## src/rtl/frame_buffer_arbiter.sv

```systemverilog
// Frame buffer port arbiter: scan-out reads win every cycle; the clear sweep and a
// one-entry writer hold register share whatever cycles the display leaves idle.
module frame_buffer_arbiter #(
  parameter int ADDR_W = 19,
  parameter int DATA_W = 3,
  parameter int DEPTH  = 307200
) (
  input  logic              video_clk,
  input  logic              rst_n,
  input  logic              disp_rd_en,
  input  logic [ADDR_W-1:0] disp_addr,
  output logic [DATA_W-1:0] disp_data,
  output logic              disp_valid,
  input  logic              wr_valid,
  input  logic [ADDR_W-1:0] wr_addr,
  input  logic [DATA_W-1:0] wr_data,
  output logic              wr_ready,
  input  logic              clear_req,
  output logic              clear_busy,
  output logic [ADDR_W-1:0] bram_addr,
  output logic              bram_we,
  output logic [DATA_W-1:0] bram_din,
  input  logic [DATA_W-1:0] bram_dout
);

  typedef enum logic {
    ST_IDLE  = 1'b0,
    ST_CLEAR = 1'b1
  } state_t;

  localparam logic [ADDR_W-1:0] DEPTH_A   = ADDR_W'(DEPTH);
  localparam logic [ADDR_W-1:0] LAST_ADDR = ADDR_W'(DEPTH - 1);

  state_t              r_state;
  logic                r_clear_busy;
  logic [ADDR_W-1:0]   r_clr_addr;

  logic                r_hold_full;
  logic [ADDR_W-1:0]   r_hold_addr;
  logic [DATA_W-1:0]   r_hold_data;

  logic                r_rd_d1;
  logic                r_disp_valid;
  logic [DATA_W-1:0]   r_disp_data;

  logic                w_idle;
  logic                w_drain_now;
  logic                w_wr_ready;
  logic                w_wr_xfer;
  logic                w_wr_keep;
  logic                w_clr_write;

  assign w_idle      = (r_state == ST_IDLE);
  assign w_drain_now = r_hold_full & ~disp_rd_en & w_idle;
  // Gated by rst_n so the writer sees no ready while the block is held in reset.
  assign w_wr_ready  = rst_n & w_idle & (~r_hold_full | w_drain_now);
  assign w_wr_xfer   = wr_valid & w_wr_ready;
  assign w_wr_keep   = w_wr_xfer & (wr_addr < DEPTH_A);
  assign w_clr_write = (r_state == ST_CLEAR) & ~disp_rd_en;

  // NOTE: every output of a combinational block gets a default first, so no path
  // through the if/else chain leaves a signal unassigned and infers a latch.
  always_comb begin
    bram_addr = disp_addr;
    bram_we   = 1'b0;
    bram_din  = '0;
    if (disp_rd_en) begin
      bram_addr = disp_addr;
    end else if (r_state == ST_CLEAR) begin
      bram_addr = r_clr_addr;
      bram_we   = 1'b1;
    end else if (w_drain_now) begin
      bram_addr = r_hold_addr;
      bram_we   = 1'b1;
      bram_din  = r_hold_data;
    end
  end

  // NOTE: state is updated with non-blocking assignments so every register samples
  // the pre-edge values regardless of statement order.
  always_ff @(posedge video_clk or negedge rst_n) begin
    if (!rst_n) begin
      r_state      <= ST_IDLE;
      r_clear_busy <= 1'b0;
      r_clr_addr   <= '0;
    end else begin
      case (r_state)
        ST_IDLE: begin
          if (clear_req) begin
            r_state      <= ST_CLEAR;
            r_clear_busy <= 1'b1;
            r_clr_addr   <= '0;
          end
        end
        ST_CLEAR: begin
          // A display read steals the cycle; the sweep address simply waits.
          if (w_clr_write) begin
            if (r_clr_addr == LAST_ADDR) begin
              r_state      <= ST_IDLE;
              r_clear_busy <= 1'b0;
            end else begin
              r_clr_addr <= r_clr_addr + 1'b1;
            end
          end
        end
        default: begin
          r_state      <= ST_IDLE;
          r_clear_busy <= 1'b0;
        end
      endcase
    end
  end

  // Out-of-range transfers complete the handshake but never load the hold register.
  always_ff @(posedge video_clk or negedge rst_n) begin
    if (!rst_n) begin
      r_hold_full <= 1'b0;
      r_hold_addr <= '0;
      r_hold_data <= '0;
    end else if (w_wr_keep) begin
      r_hold_full <= 1'b1;
      r_hold_addr <= wr_addr;
      r_hold_data <= wr_data;
    end else if (w_drain_now) begin
      r_hold_full <= 1'b0;
    end
  end

  always_ff @(posedge video_clk or negedge rst_n) begin
    if (!rst_n) begin
      r_rd_d1      <= 1'b0;
      r_disp_valid <= 1'b0;
      r_disp_data  <= '0;
    end else begin
      r_rd_d1      <= disp_rd_en;
      r_disp_valid <= r_rd_d1;
      r_disp_data  <= r_rd_d1 ? bram_dout : '0;
    end
  end

  assign disp_data  = r_disp_data;
  assign disp_valid = r_disp_valid;
  assign wr_ready   = w_wr_ready;
  assign clear_busy = r_clear_busy;

endmodule

```

## config.mk

```make
export PLATFORM = sky130hd
export DESIGN_NAME = frame_buffer_arbiter
export DESIGN_NICKNAME = d
export VERILOG_FILES = /design/src/rtl/frame_buffer_arbiter.sv
export SDC_FILE = /design/constraint.sdc
export NUM_CORES = 1
export LEC_CHECK = 0
export ABC_AREA = 1
export CAP_MARGIN = 5
export CORE_MARGIN = 4
export CORE_UTILIZATION = 52
export CTS_CLUSTER_SIZE = 8
export DETAILED_ROUTE_END_ITERATION = 8
export PLACE_DENSITY = 0.88
export SYNTH_ARGS = -nofsm -noshare
export SYNTH_HDL_FRONTEND = slang
export SYNTH_SLANG_ARGS = --single-unit
```

## constraint.sdc

```tcl
create_clock -name video_clk -period 4.25 [get_ports video_clk]
set_input_delay 0.6375 -clock video_clk [delete_from_list [all_inputs] [get_ports video_clk]]
set_output_delay 0.6375 -clock video_clk [all_outputs]
set_load 0.02 [all_outputs]
```

==> reports/qor.txt <==
Root Buffer -> clkbuf_8
Pwr/cell area -> 273.2 nW/um2
Synth area leaders -> dfrtp_1 (42%), nand2_1 (20%), nand3_1 (11%)
Post-cts sizing count -> 0
Global Route Usage Sum -> 0.2572
Synth Flop Type -> dfrtp_1
Synth Register Bits -> 49
Largest area contributor in the netlist -> dfrtp_1
Fin crit share -> 0.8345
Starting density of the core -> 0.5533
Die W -> 82.65 um
WP buf/inv -> 4
RD Place Congestion -> 0.8538
Syn Nets -> 464
Die ar. -> 6831 um2
Layout cells sized above 1 -> 0.05738
Vias -> 2,969
CP required -> 3.61 ns
CP peak stage delay -> 0.64 ns
Antenna-violating nets left -> 0
Switching power -> 305.5 uW
Half-perimeter wire length after placement -> 5837 um
Most numerous cell in the Yosys netlist -> nand2_1
Insertion delay to the later sink of the worst-skew pair -> 0.30 ns
Highest-delay cell along the critical path -> clkdlybuf4s50_1
Clock Tree Buf Depth -> 2
Synth cell types -> 27
DRT iter0 DRCs -> 264
Routed WL -> 7912 um
Worst slew pin tran -> 0.7683 ns
Cell Chain, Critical Path -> clkdlybuf4s50_1 > nor2_4 > clkinv_1 > buf_4 > o211ai_1 > clkdlybuf4s50_1
Final min period -> 3.547 ns
# DRC -> 0
Clock skew -> 0.006961 ns
Arrival time worst endpoint -> 2.91 ns
First-pass GRT wire length -> 13,490 um
Hold-fix buffers at CTS -> 0
Max cap viols -> 0
Fmax -> 0.2819 GHz
Worst-path clk slew -> 0.09 ns
Crit path kind -> in -> out
Antenna violations before repair -> 0
Hold Crit Class -> in -> async
Setup TNS -> 0 ns
FP Rows -> 26
Io pins -> 78
Comb power frac -> 0.225
Routed WL per cell -> 14.18 um
Core area -> 5238 um2
CP endpoint kind -> output port
P_int -> 732.7 uW
Diode count -> 0
Status -> completed
Post-Synthesis Cell Area -> 2898 um2
Sw Share -> 0.2943
Mapped Cells -> 414
Crit start category -> primary input
EDFF count, synth -> 0
Top delay family on crit path -> buffers and inverters
Max H-tree Level -> 2
Port buffer count -> 77
Crit-path max FO -> 24
Final setup violation count -> 0
VDD IR max -> 0.1596 mV
Register share of total power -> 0.497
Unrepaired setup endpoints after global routing -> false
TritonCTS Sinks -> 49
Clk pwr share -> 0.278
Die Y -> 82.65 um
Synth warnings -> 0
Final hold violation count -> 0
Most common cell on crit path -> clkdlybuf4s50_1
Grt ovf -> 0
Sequential share of the synthesized area -> 0.4231
Setup Fix Bufs, Post-CTS -> 0
# fillers -> 409
Lkg Pwr -> 0.001853 uW
Num CTS Buffers -> 5
Layout net count -> 537
Final hold slack -> 0.4349 ns
Commonest cells in the netlist -> nand2_1 (157), nand3_1 (66), dfrtp_1 (49), inv_1 (35), nor2_1 (32)
Largest net degree at the start of global routing -> 50
Max-slew violation count -> 0
TritonRoute pass-1 iters -> 5
Post-synth ARST share -> 1.000
Vias in the first global route -> 2,945
Slew margin rel. -> 0.4866
Yosys top cell area share -> 0.4231
Vias per Instance -> 5.321
CTS tree -> done
Syn Area/Cell -> 6.999 um2
Area growth from synthesis to layout -> 31.13%
## power by group through the flow
stage | logic, uW | clock network (uW) | registers (uW)
after global placement | 228 | 0 | 523
after floorplan | 116 | 0 | 520
final | 234 | 288 | 516
after CTS | 234 | 292 | 516
after detailed placement | 234 | 0 | 525
after global routing | 254 | 317 | 520
## kinds of logic after synthesis
logic type      share of synthesized area
simple gates                       0.4188
buf+inv                           0.07858
fa+ha+maj                        0.004317
flops                              0.4231
compound gates                    0.07513
## cells in the final DEF, fill, tap and decap left out, types with 2 or more instances in the layout
cell type	Yosys	routed
nand2_2	4	4
nor2_4	4	4
nand2_4	3	3
buf_4	2	5
clkdlybuf4s50_1	0	76
nand3_1	66	66
a21oi_1	8	8
dfrtp_1	49	49
nand2_1	157	157
o21ai_0	11	11
o211ai_1	14	14
inv_1	35	35
nor2_1	32	32
clkbuf_8	0	6
nand4_1	2	2
clkinv_1	2	2
nor3_1	3	3
## metal layers
layer,vias to the layer above,track usage,part of all wire
met5,-,0,0
met4,0,0.06209,0.012
met3,10,0.05857,0.069
met2,123,0.4343,0.49
met1,1364,0.3349,0.43
li1,1472,-,-
## state kept, by name (all words and copies together), names as in the netlist
| register | count |
|---|---|
| clear_busy | 1 |
| r_hold_data | 3 |
| r_clr_addr | 19 |
| disp_valid | 1 |
| disp_data | 3 |
| r_hold_full | 1 |
| r_hold_addr | 19 |
| r_rd_d1 | 1 |
| r_state | 1 |
## cell type report
class | instances | area [um2] | share of cell area
Multi-Input combinational cell | 311 | 1444 | 0.3800
Sequential cell | 49 | 1226 | 0.3227
Timing Repair Buffer | 82 | 803.3 | 0.2114
Inverter | 38 | 142.6 | 0.03754
Tap cell | 70 | 87.58 | 0.02305
Clock buffer | 6 | 82.58 | 0.02173
Clock inverter | 2 | 13.76 | 0.003622
## metrics by stage
stage,std cells,power (uW),setup slack (ns),area (um2),utilization
after floorplan,414,636.3,2.000,2898,-
after global placement,550,751.0,0.7721,3704,0.7071
after detailed placement,550,758.3,0.7156,3704,0.7071
after CTS,558,1042,0.7189,3800,0.7255
after global routing,558,1090,0.5766,3800,0.7255
final,558,1038,0.7032,3800,0.7255
## worst register-to-register path: stages (launching register included)
cell and delay [ns]:
dfrtp_1 0.55, inv_1 0.19, buf_4 0.22, nand3_2 0.13, nand2_1 0.10, nand3_1 0.10, nor2_1 0.11, buf_4 0.24
nand2_1 0.50, nand2_1 0.21, o21ai_0 0.11
## path summary, 6_finish.rpt
kind	startpoint	endpoint	slack (ns)	depth (start not counted)
max	disp_rd_en	bram_addr[8]	0.70	6
min	rst_n	r_hold_data[0]	0.43	2
max reg2reg	r_state	r_hold_addr[17]	1.63	10
min reg2reg	r_rd_d1	disp_valid	0.43	0
max in group asynchronous	rst_n	r_clr_addr[13]	3.40	2
min in group video_clk	r_rd_d1	disp_valid	0.44	0
(Power assumes the default switching activity.)
